<file path="src/rtl/alu_seq_pkg.sv">
`default_nettype none
// ============================================================================
// Module   : alu_seq_pkg
// Purpose  : Shared opcode, FSM state, ALU opcode and instruction-field
//            definitions for the ALU operation sequencer.
// Revision : 1.0  initial release
// ============================================================================
package alu_seq_pkg;

  // Instruction word layout: [8:6] opcode, [5:3] rd/ra, [2:0] rb
  localparam int C_INSTR_W = 9;
  localparam int C_OPC_W   = 3;
  localparam int C_FLD_W   = 3;

  // Sequencer instruction opcodes
  typedef enum logic [2:0] {
    OPC_ADD  = 3'b000,
    OPC_SHR  = 3'b001,
    OPC_SHL  = 3'b010,
    OPC_XOR  = 3'b011,
    OPC_CMP  = 3'b100,
    OPC_BZ   = 3'b101,
    OPC_BS   = 3'b110,
    OPC_HALT = 3'b111
  } opcode_e;

  // FSM state encoding
  typedef logic [2:0] state_t;
  localparam logic [2:0] ST_IDLE   = 3'd0;
  localparam logic [2:0] ST_DECODE = 3'd1;
  localparam logic [2:0] ST_EXEC   = 3'd2;
  localparam logic [2:0] ST_WB     = 3'd3;
  localparam logic [2:0] ST_BRANCH = 3'd4;
  localparam logic [2:0] ST_HALT   = 3'd5;

  // ALU opcode values as understood by the datapath ALU
  localparam logic [2:0] ALU_ADD = 3'b000;
  localparam logic [2:0] ALU_SHR = 3'b001;
  localparam logic [2:0] ALU_SHL = 3'b010;
  localparam logic [2:0] ALU_XOR = 3'b011;

  // Branch condition selector
  localparam logic BR_ZERO = 1'b0;
  localparam logic BR_SIGN = 1'b1;

  // Instruction field extraction
  function automatic logic [C_OPC_W-1:0] instr_opc(input logic [C_INSTR_W-1:0] ins);
    return ins[8:6];
  endfunction

  function automatic logic [C_FLD_W-1:0] instr_ra(input logic [C_INSTR_W-1:0] ins);
    return ins[5:3];
  endfunction

  function automatic logic [C_FLD_W-1:0] instr_rb(input logic [C_INSTR_W-1:0] ins);
    return ins[2:0];
  endfunction

endpackage : alu_seq_pkg
`default_nettype wire

</file>
<file path="src/rtl/alu_seq_decode.sv">
`default_nettype none
// ============================================================================
// Module   : alu_seq_decode
// Purpose  : Combinational opcode decoder. Maps a sequencer opcode to the
//            ALU opcode and the control attributes used by the FSM.
// Revision : 1.0  initial release
// ============================================================================
module alu_seq_decode
  import alu_seq_pkg::*;
(
  input  opcode_e    i_opcode,
  output logic [2:0] o_alu_op,
  output logic       o_writes_rd,
  output logic       o_sets_flags,
  output logic       o_is_branch,
  output logic       o_branch_cond,
  output logic       o_is_halt
);

  // Opcode to control attribute mapping; CMP reuses the ALU adder
  always_comb begin
    o_alu_op      = ALU_ADD;
    o_writes_rd   = 1'b0;
    o_sets_flags  = 1'b0;
    o_is_branch   = 1'b0;
    o_branch_cond = BR_ZERO;
    o_is_halt     = 1'b0;
    case (i_opcode)
      OPC_ADD: begin
        o_alu_op     = ALU_ADD;
        o_writes_rd  = 1'b1;
        o_sets_flags = 1'b1;
      end
      OPC_SHR: begin
        o_alu_op     = ALU_SHR;
        o_writes_rd  = 1'b1;
        o_sets_flags = 1'b1;
      end
      OPC_SHL: begin
        o_alu_op     = ALU_SHL;
        o_writes_rd  = 1'b1;
        o_sets_flags = 1'b1;
      end
      OPC_XOR: begin
        o_alu_op     = ALU_XOR;
        o_writes_rd  = 1'b1;
        o_sets_flags = 1'b1;
      end
      OPC_CMP: begin
        o_alu_op     = ALU_ADD;
        o_sets_flags = 1'b1;
      end
      OPC_BZ: begin
        o_is_branch   = 1'b1;
        o_branch_cond = BR_ZERO;
      end
      OPC_BS: begin
        o_is_branch   = 1'b1;
        o_branch_cond = BR_SIGN;
      end
      OPC_HALT: begin
        o_is_halt = 1'b1;
      end
      default: begin
        o_alu_op = ALU_ADD;
      end
    endcase
  end

endmodule : alu_seq_decode
`default_nettype wire

</file>
<file path="src/rtl/alu_op_sequencer.sv">
`default_nettype none
// ============================================================================
// Module   : alu_op_sequencer
// Purpose  : Control-side sequencer for the 8-bit ALU. Accepts one 9-bit
//            instruction at a time over valid/ready, reads operands from the
//            register file, drives the ALU, writes results back, keeps the
//            Zero/Sign flags and resolves flag-conditional branches.
// Revision : 1.0  initial release
// ============================================================================
module alu_op_sequencer
  import alu_seq_pkg::*;
#(
  parameter int W   = 8,
  parameter int OPS = 3,
  parameter int RA  = 3
) (
  input  logic           clk,
  input  logic           reset,
  input  logic           i_instr_valid,
  output logic           o_instr_ready,
  input  logic [8:0]     i_instr,
  output logic [RA-1:0]  o_rf_addr_a,
  output logic [RA-1:0]  o_rf_addr_b,
  input  logic [W-1:0]   i_rf_data_a,
  input  logic [W-1:0]   i_rf_data_b,
  output logic [OPS-1:0] o_alu_op,
  output logic [W-1:0]   o_alu_a,
  output logic [W-1:0]   o_alu_b,
  input  logic [W-1:0]   i_alu_out,
  input  logic           i_alu_zero,
  input  logic           i_alu_sign,
  output logic           o_rf_wr_en,
  output logic [RA-1:0]  o_rf_wr_addr,
  output logic [W-1:0]   o_rf_wr_data,
  output logic           o_flag_zero,
  output logic           o_flag_sign,
  output logic           o_br_valid,
  output logic           o_br_taken,
  output logic           o_halted
);

  state_t         r_state;
  state_t         w_state_nxt;
  opcode_e        r_opcode;
  logic [RA-1:0]  r_rf_addr_a;
  logic [RA-1:0]  r_rf_addr_b;
  logic [W-1:0]   r_op_a;
  logic [W-1:0]   r_op_b;
  logic [W-1:0]   r_result;
  logic           r_flag_zero;
  logic           r_flag_sign;

  logic [2:0]     w_alu_op;
  logic           w_writes_rd;
  logic           w_sets_flags;
  logic           w_is_branch;
  logic           w_branch_cond;
  logic           w_is_halt;
  logic           w_accept;
  logic           w_in_exec;

  alu_seq_decode u_decode (
    .i_opcode      (r_opcode),
    .o_alu_op      (w_alu_op),
    .o_writes_rd   (w_writes_rd),
    .o_sets_flags  (w_sets_flags),
    .o_is_branch   (w_is_branch),
    .o_branch_cond (w_branch_cond),
    .o_is_halt     (w_is_halt)
  );

  assign w_accept  = (r_state == ST_IDLE) && i_instr_valid;
  assign w_in_exec = (r_state == ST_EXEC);

  // Next-state selection; one instruction in flight, HALT is terminal
  always_comb begin
    w_state_nxt = r_state;
    case (r_state)
      ST_IDLE: begin
        if (i_instr_valid) begin
          w_state_nxt = ST_DECODE;
        end
      end
      ST_DECODE: begin
        if (w_is_halt) begin
          w_state_nxt = ST_HALT;
        end else if (w_is_branch) begin
          w_state_nxt = ST_BRANCH;
        end else begin
          w_state_nxt = ST_EXEC;
        end
      end
      ST_EXEC: begin
        w_state_nxt = w_writes_rd ? ST_WB : ST_IDLE;
      end
      ST_WB:     w_state_nxt = ST_IDLE;
      ST_BRANCH: w_state_nxt = ST_IDLE;
      ST_HALT:   w_state_nxt = ST_HALT;
      default:   w_state_nxt = ST_IDLE;
    endcase
  end

  // State, instruction capture, operand latch, result and flag capture.
  // The register addresses are latched at the handshake so they appear
  // during DECODE and then hold until the next accepted instruction.
  always_ff @(posedge clk) begin
    if (reset) begin
      r_state     <= ST_IDLE;
      r_opcode    <= OPC_ADD;
      r_rf_addr_a <= '0;
      r_rf_addr_b <= '0;
      r_op_a      <= '0;
      r_op_b      <= '0;
      r_result    <= '0;
      r_flag_zero <= 1'b0;
      r_flag_sign <= 1'b0;
    end else begin
      r_state <= w_state_nxt;
      if (w_accept) begin
        r_opcode    <= opcode_e'(instr_opc(i_instr));
        r_rf_addr_a <= RA'(instr_ra(i_instr));
        r_rf_addr_b <= RA'(instr_rb(i_instr));
      end
      if (r_state == ST_DECODE) begin
        r_op_a <= i_rf_data_a;
        r_op_b <= i_rf_data_b;
      end
      if (w_in_exec) begin
        r_result <= i_alu_out;
        if (w_sets_flags) begin
          r_flag_zero <= i_alu_zero;
          r_flag_sign <= i_alu_sign;
        end
      end
    end
  end

  // Output drive: ALU and write-back buses are forced to zero outside
  // their owning state so downstream logic never sees stale operands.
  always_comb begin
    o_instr_ready = (r_state == ST_IDLE);
    o_rf_addr_a   = r_rf_addr_a;
    o_rf_addr_b   = r_rf_addr_b;
    o_alu_op      = w_in_exec ? OPS'(w_alu_op) : '0;
    o_alu_a       = w_in_exec ? r_op_a : '0;
    o_alu_b       = w_in_exec ? r_op_b : '0;
    o_rf_wr_en    = (r_state == ST_WB);
    o_rf_wr_addr  = (r_state == ST_WB) ? r_rf_addr_a : '0;
    o_rf_wr_data  = (r_state == ST_WB) ? r_result : '0;
    o_flag_zero   = r_flag_zero;
    o_flag_sign   = r_flag_sign;
    o_br_valid    = (r_state == ST_BRANCH);
    o_br_taken    = (r_state == ST_BRANCH) &&
                    ((w_branch_cond == BR_SIGN) ? r_flag_sign : r_flag_zero);
    o_halted      = (r_state == ST_HALT);
  end

endmodule : alu_op_sequencer
`default_nettype wire
</file>
<file path="config.mk">
export PLATFORM = sky130hd
export DESIGN_NAME = alu_op_sequencer
export DESIGN_NICKNAME = d
export VERILOG_FILES = /design/src/rtl/alu_seq_pkg.sv /design/src/rtl/alu_seq_decode.sv /design/src/rtl/alu_op_sequencer.sv
export SDC_FILE = /design/constraint.sdc
export NUM_CORES = 1
export LEC_CHECK = 0
export CORE_AREA = 4 4 74 76
export CTS_CLUSTER_SIZE = 12
export DETAILED_ROUTE_END_ITERATION = 8
export DIE_AREA = 0 0 78 80
export PLACE_DENSITY = 0.73
export SLEW_MARGIN = 20
export SYNTH_ARGS = -nofsm -noshare
export SYNTH_HDL_FRONTEND = slang
export SYNTH_SLANG_ARGS = --single-unit
</file>
<file path="constraint.sdc">
create_clock -name clk -period 1.2 [get_ports clk]
set_input_delay 0.12 -clock clk [delete_from_list [all_inputs] [get_ports clk]]
set_output_delay 0.12 -clock clk [all_outputs]
set_load 0.01 [all_outputs]
</file>
## Word level (Yosys, flattened, before mapping)

Cells that the tools add are included.

| word-level totals | value |
|---|---|
| flip-flop bits (word level) | 38 |
| input port bits | 38 |
| logic and storage cells | 47 |

| cells by class | value |
|---|---|
| muxes and demuxes | 17 |
| reductions and logical operators | 8 |
| equal/unequal tests | 13 |

Operator list:

| kind | number |
|---|---|
| $mux W8 | 3 |
| $eq A3 B3 Y1 const B | 6 |
| $mux W3 | 5 |
| $eq A3 B2 Y1 const B | 4 |
| $pmux W3 S4 | 1 |
| $eq A3 B1 Y1 const B | 2 |
| $logic_not A3 Y1 | 2 |
| $mux W1 | 6 |
| $pmux W2 S3 | 1 |
| $reduce_or A5 Y1 | 1 |
| $reduce_or A4 Y1 | 1 |
| $logic_and A1 B1 Y1 | 2 |
| $mux W2 | 1 |
| $ne A2 B2 Y1 const B | 1 |
| $reduce_and A2 Y1 | 1 |
| $reduce_or A2 Y1 | 1 |

## Logic depth before layout (Yosys ltp)

Gate-level depths: netlist (run 1).

| depth | value |
|---|---|
| depth in word-level cells | 6 |
| mapped depth | 5 |
| gate-level depth less buffers | 3 |

## By module

From an unflattened synthesis (run 1), not the netlist that was laid out.

| second synthesis, totals | value |
|---|---|
| cells, all modules | 223 |
| area, all modules | 1785.5 um^2 |

By module, submodules not included:

| module | instances | cells an instance | area each (um^2) |
|---|---|---|---|
| alu_op_sequencer | 1 | 212 | 1725.4 |
| alu_seq_decode | 1 | 11 | 60.1 |

## Worst setup path after synthesis (run 1)

Ideal clock, no wire load.

| path | value |
|---|---|
| kind | reg-to-output |
| start point | register r_state[2] |
| end point | output port o_alu_op[0] |
| cell stages (with the launch flop) | 5 |
| path slack | -0.238 ns |
| arrival | 1.318 ns |
| required time | 1.080 ns |
| buffers on the path | 2 |
| cells stage by stage | dfxtp_1 -> buf_6 -> or3b_4 -> buf_2 -> nor3b_1 |

| between the ends | value |
|---|---|
| longest elaborated chain between the ends | 2 |

Ends and longest elaborated chain:

| element | RTL line | RTL |
|---|---|---|
| from (decl) | alu_op_sequencer.sv:42 | `state_t r_state;` |
| from (signal assigned) | alu_op_sequencer.sv:118 | `r_state <= w_state_nxt;` |
| $eq A3 B2 Y1 | alu_op_sequencer.sv:73 | `assign w_in_exec = (r_state == ST_EXEC);` |
| $mux W3 | alu_op_sequencer.sv:144 | `o_alu_op = w_in_exec ? OPS'(w_alu_op) : '0;` |
| to (decl) | alu_op_sequencer.sv:26 | `output logic [OPS-1:0] o_alu_op,` |

Every way passes these cells.

## Worst setup path in the final report (run 1)

Same ends and word-level chain as after synthesis.

==> out/qor.csv, run 1 <==
metric,value,unit
hpwl,3461,um
path_clk_slew,0.08,ns
slowest_stage,or3b_4,
grt_first_pass_wirelength,9163,um
final_cells,396,
start_util,0.3648,
path_cells,or3b_4 -> nor3b_4 -> buf_2,
busiest_layer,met2,
cp_top_family,simple AND/OR/NAND/NOR gates,
place_ws,-0.4868,ns
power_density,1016,nW/um2
clock_latency,0.28,ns
finalHoldViolCount,0,
whs,0.3778,ns
grt_use_total,0.1823,
vias,1880,
syn_nets,254,
dieArea,6240,um2
cp_num_buf_inv,1,
via_per_inst,4.747,
synth_xor_area_frac,0,
synth_cell_type_count,30,
hp-class,input port to flip-flop,
period_minus_slack,1.541,ns
peakVddDrop,0.8262,mV
ys_seq_area_frac,0.4415,
worst_slack,-0.3412,ns
core_area,4723,um2
max_freq,648.8,MHz
syn_inst,216,
cp-start-kind,flip-flop,
cts-root-buf,clkbuf_8,
failed_checks,setup timing,
grt_pass1_vias,1905,
cp.arrival,1.42,ns
synth_compound_area_frac,0.1423,
gr-usage-met2,0.3296,
synth.ff_latch_count,38,
synth_top_family_by_area,simple AND/OR/NAND/NOR gates,
cts_hold_buffers,0,
groute.layer.met1.usage,0.2166,
clockBufferDepth,2,
drive_above_1_share,0.5228,
fin_crit_sh,1.284,
synth_async_sr_flop_share,0,
drtAntennaViolNets,0,
die_h,80,um
die_x,78,um
netlist.area_leader.share,0.4415,
synthAdderAreaFrac,0,
synth-simple-area-share,0.3435,
max-cap-violations,0,
clock_skew,0.008028,ns
avgSynthCellArea,7.976,um2
num_rows,25,
drv_slew,0,
setup_viol,70,
num_io_pins,81,
wirelength,5775,um
yosys_warnings,0,
numPortBuffers,79,
firstDrtPassIters,4,
cts_buffers,5,
grt_overflow,0,
netlist.top_cell.by_area,dfxtp_1,
end_kind,output port,
final_nets,366,
htree_num_levels,2,
status,"complete, but fails checks",
grt_max_degree,30,
synth-main-ff-cell,dfxtp_1,
cts_tree,built,
drt_iter0_drc,91,
cp_max_fo,5,
synth_edf_count,0,
yosys-top-cells-area,"dfxtp_1 (44%), nand2_1 (14%), a21oi_1 (10%)",
post-place-cells,372,
wire_per_inst,14.58,um
worstPathRequired,1.08,ns
critical_path_class,flip-flop to output port,
n_antenna_cell,0,
synth.most_common_cell,nand2_1,
leakage,1.444,nW
clkSinkCount,38,
gp_congestion,0.7175,
rsz0062_at_grt,true,
power,3.401,mW
antenna_found_initial,0,
synth_common_cells,"nand2_1 (66), dfxtp_1 (38), a21oi_1 (36), and2_1 (27)",
drc,0,
synth_area,1723,um2
nFillCells,373,
syn_to_final_growth,94.19,%
synthMuxAreaShare,0.005810,
cpPeakStageDelay,0.43,ns
grt_util_met3,0.03499,
[layer usage]
layer | vias to the layer above | part of all wire | wire [um]
met4 | 0 | 0.0099 | 57
met2 | 61 | 0.52 | 2981
met5 | - | 0 | 0
li1 | 933 | - | -
met3 | 5 | 0.055 | 319
met1 | 881 | 0.42 | 2416
[power by group]
part / switching (mW) / total (mW) / internal, mW
Clock: 0.449 / 0.977 / 0.528
Sequential: 0.0828 / 1.44 / 1.35
Combinational: 0.451 / 0.988 / 0.537
Total: 0.983 / 3.40 / 2.42
[worst reg2reg max path, delay by kind of cell (launching register included)]
kind                   cells  cell delay, ns
AO/OA/AOI/OAI              1            0.06
flip-flops                 1            0.38
AND/OR/NAND/NOR            2            0.63
buffers and inverters      2            0.30
[sequential cells by signal (all words and copies together), names as in the netlist]
| signal | cells |
|---|---|
| o_flag_sign | 1 |
| o_rf_addr_a | 3 |
| r_opcode | 3 |
| r_op_a | 8 |
| r_result | 8 |
| r_state | 3 |
| o_flag_zero | 1 |
| o_rf_addr_b | 3 |
| r_op_b | 8 |
[repair_timing]
action	CTS	global route
resized for setup	236	59
setup buffers	13	4
pin swaps	48	22
endpoints found under the setup margin	79	72
gates cloned	4	0
[cells in the final DEF, fill, tap and decap left out, types with 2 or more instances in the layout]
cell,instances
buf_6,37
clkdlybuf4s50_1,37
dfxtp_1,34
nand2_1,33
nand2_4,22
buf_4,20
a21oi_1,18
a21oi_2,18
and2_4,16
buf_2,15
and2_1,11
nand2_2,11
dlygate4sd2_1,8
clkbuf_8,5
nor3b_4,4
nand3b_1,3
o21ai_1,3
dfxtp_4,3
and3_4,2
or3b_4,2
nor2_1,2
clkinv_2,2
clkdlybuf4s15_2,2
[path summary, 6_finish.rpt]
path	from	to	slack [ns]	depth (start not counted)
worst min-delay path	i_alu_out[3]	r_result[3]	0.38	3
worst max register to register	r_state[0]	o_rf_addr_a[2]	-0.29	5
worst min register to register	o_rf_addr_b[1]	o_rf_addr_b[1]	0.46	2
worst max-delay path	r_state[2]	o_alu_op[0]	-0.34	3
[per-stage QoR]
| step | cell area, um2 | utilization | TNS [ns] |
|---|---|---|---|
| after floorplan | 1767 | - | -1.046 |
| after global placement | 2749 | 0.5820 | -18.79 |
| after detailed placement | 2749 | 0.5820 | -20.35 |
| after CTS | 3173 | 0.6718 | -14.21 |
| after global routing | 3346 | 0.7083 | -19.34 |
| final | 3346 | 0.7083 | -15.17 |
[layout make-up]
| type | count | area, um2 | share of cell area |
|---|---|---|---|
| clock buffers | 6 | 93.84 | 0.02805 |
| repair buffers | 121 | 1152 | 0.3444 |
| well taps | 67 | 83.83 | 0.02506 |
| inverters | 1 | 3.754 | 0.001122 |
| multi-input cells | 161 | 1229 | 0.3672 |
| flip-flops and latches | 38 | 773.2 | 0.2311 |
| clock inverters | 2 | 10.01 | 0.002992 |
[kinds of logic (layout without fill, tap and decap cells)]
family | count (synthesis) | after routing
AND/OR/NAND/NOR | 112 | 113
AO/OA/AOI/OAI | 46 | 46
flip-flops | 38 | 38
buffers and inverters | 18 | 130
other | 1 | 1
multiplexers | 1 | 1
No activity file was read; power rests on OpenSTA's default activity.
==> run 2: changes to the inputs <==
--- a/config.mk
+++ b/config.mk
@@ -5,11 +5,11 @@
 export SDC_FILE = /design/constraint.sdc
 export NUM_CORES = 1
 export LEC_CHECK = 0
-export CORE_AREA = 4 4 74 76
+export CORE_AREA = 4 4 71 73
 export CTS_CLUSTER_SIZE = 12
 export DETAILED_ROUTE_END_ITERATION = 8
-export DIE_AREA = 0 0 78 80
-export PLACE_DENSITY = 0.73
+export DIE_AREA = 0 0 75 77
+export PLACE_DENSITY = 0.76
 export SLEW_MARGIN = 20
 export SYNTH_ARGS = -nofsm -noshare
 export SYNTH_HDL_FRONTEND = slang
==> constraint.sdc (replaced) <==
create_clock -name clk -period 2 [get_ports clk]
set_input_delay 0.2 -clock clk [delete_from_list [all_inputs] [get_ports clk]]
set_output_delay 0.2 -clock clk [all_outputs]
set_load 0.01 [all_outputs]
==> run 2 against run 1 <==
  * The flow now finishes without violations
  * Register-to-register slack improved by 0.67 ns
  * Combinational power down 65%
  * Sequential share of layout area increased by 5.3 points
  * Sequential cell count did not move
  * First-iteration DRC count down 3.3%
  * Sequential power fell by 41%
  * Critical path depth increased by 1
  * Design area fell by 19%
  * Highest routed layer unchanged
==> out/qor.csv, run 2 (synthesized netlist as in run 1, its figures left out) <==
metric,value,unit
r2r-start,r_state[1],
status,finished clean,
end_kind,output port,
final_nets,336,
via_per_inst,4.757,
relSlewSlack,0.6108,
clock_latency,0.29,ns
wirelength,4460,um
reg2reg_slack,0.38,ns
grt_overflow,0,
clock_skew,0.006901,ns
cts_tree,built,
max_freq,517.4,MHz
cts-root-buf,clkbuf_8,
vias,1665,
cp_num_buf_inv,2,
grt_pass1_vias,1608,
start_util,0.3957,
finalHoldViolCount,0,
num_io_pins,81,
gp_congestion,0.8229,
core_area,4354,um2
hp-class,flip-flop to flip-flop,
final_area,2703,um2
reg2reg_to,r_state[1],
numPortBuffers,79,
clkSinkCount,38,
period_minus_slack,1.933,ns
dieArea,5775,um2
cp_max_fo,8,
cts_hold_buffers,0,
num_rows,24,
firstDrtPassIters,4,
multi_input_area,860.8,um2
cpPeakStageDelay,0.53,ns
fin_crit_sh,0.9664,
cts_buffers,5,
ff2ff_path_depth,4,
grt_use_total,0.1590,
regArea,767.0,um2
antenna_found_initial,0,
drt_iter0_drc,88,
critical_path_class,flip-flop to output port,
peakVddDrop,0.2985,mV
htree_num_levels,2,
n_antenna_cell,0,
drive_above_1_share,0.09732,
path_clk_slew,0.07,ns
drtAntennaViolNets,0,
slowest_stage,clkdlybuf4s50_1,
syn_to_final_growth,56.86,%
placed_cell_area,2546,um2
min_path_cells,2,
final_common_cell,nand2_1,
layout_top_registers,"r_op_a x8, r_op_b x8, r_result x8",
worst_pin_slew,0.5838,ns
max-cap-violations,0,
grt_first_pass_wirelength,7148,um
min_to,r_op_a[5],
die_x,75,um
power_density,622.5,nW/um2
die_h,77,um
post-route-util,0.6207,
path_cells,nor3b_4 -> buf_4 -> and2_1 -> clkdlybuf4s50_1,
cp.arrival,1.73,ns
grt_max_degree,20,
leakage,1.297,nW
nFillCells,402,
min-delay-start,r_op_a[5],
cp-start-kind,flip-flop,
layout_common_cells,"nand2_1 (66), clkdlybuf4s50_1 (60), a21oi_1 (36), dfxtp_1 (35), and2_1 (27)",
cp_top_family,buffers and inverters,
setup_viol,0,
crit_start,r_state[1],
drv_slew,0,
wire_per_inst,12.74,um
clockBufferDepth,2,
worstPathRequired,1.80,ns
hpwl,3252,um
drc,0,
[run 2: cell types whose count changed in the layout (fill, tap and decap cells not counted), moves of 18 or more]
cell | before | now
nand2_1 | 33 | 66
buf_6 | 37 | 1
clkdlybuf4s50_1 | 37 | 60
a21oi_2 | 18 | 0
a21oi_1 | 18 | 36
nand2_4 | 22 | 0
[run 2: where the power goes]
group,internal (mW),total (mW),switching (mW)
Sequential,0.813,0.850,0.0370
Combinational,0.190,0.349,0.159
Clock,0.240,0.483,0.243
[run 2: stage by stage]
step | hold WS, ns | setup slack (ns) | std cells | TNS [ns] | power [mW]
after floorplan | 0.3360 | 0.4821 | 216 | 0 | 1.056
after global placement | 0.4377 | 0.1698 | 340 | 0 | 1.204
after detailed placement | 0.4443 | 0.1480 | 340 | 0 | 1.210
after CTS | 0.4441 | -0.004257 | 349 | -0.004257 | 1.700
after global routing | 0.4571 | -0.002139 | 350 | -0.002139 | 1.772
final | 0.4500 | 0.06726 | 350 | 0 | 1.682
[run 2: cell type report]
class                   instances  area share
multi-input cells             160      0.3185
inverters                       1    0.001389
repair buffers                 92      0.3440
well taps                      52     0.02407
clock buffers                   7     0.02824
flip-flops and latches         38      0.2838
[run 2: repair_timing]
item / 4_1_cts / 5_1_grt
endpoints found under the hold margin: 0 / 0
cloned: 1 / 0
pin swaps: 0 / 1
setup endpoints to repair: 31 / 23
resized for setup: 9 / 19
setup buffers: 1 / 1
[run 2: layer usage]
metal  vias up  share of wire  global-route usage
met5         -              0                   0
met4         0          0.017             0.06762
met3         6          0.078             0.04575
met2        58           0.46              0.2439
met1       737           0.44              0.2042
li1        864              -                   -
[run 2: worst max path at each step]
stage	end	slack, ns	cells past startpoint
2_1_floorplan	o_alu_op[0]	0.48	4
3_3_place_gp	o_alu_a[5]	0.17	4
3_5_place_dp	o_alu_a[5]	0.15	4
4_1_cts	o_halted	-0.004	3
5_1_grt	o_alu_a[3]	-0.002	4
6_report	o_alu_a[3]	0.07	4
[run 2: tightest hold or removal path, stage by stage, from the launching register on]
cell and delay (ns):
dfxtp_1 0.31, nand2_1 0.05, a21oi_1 0.05
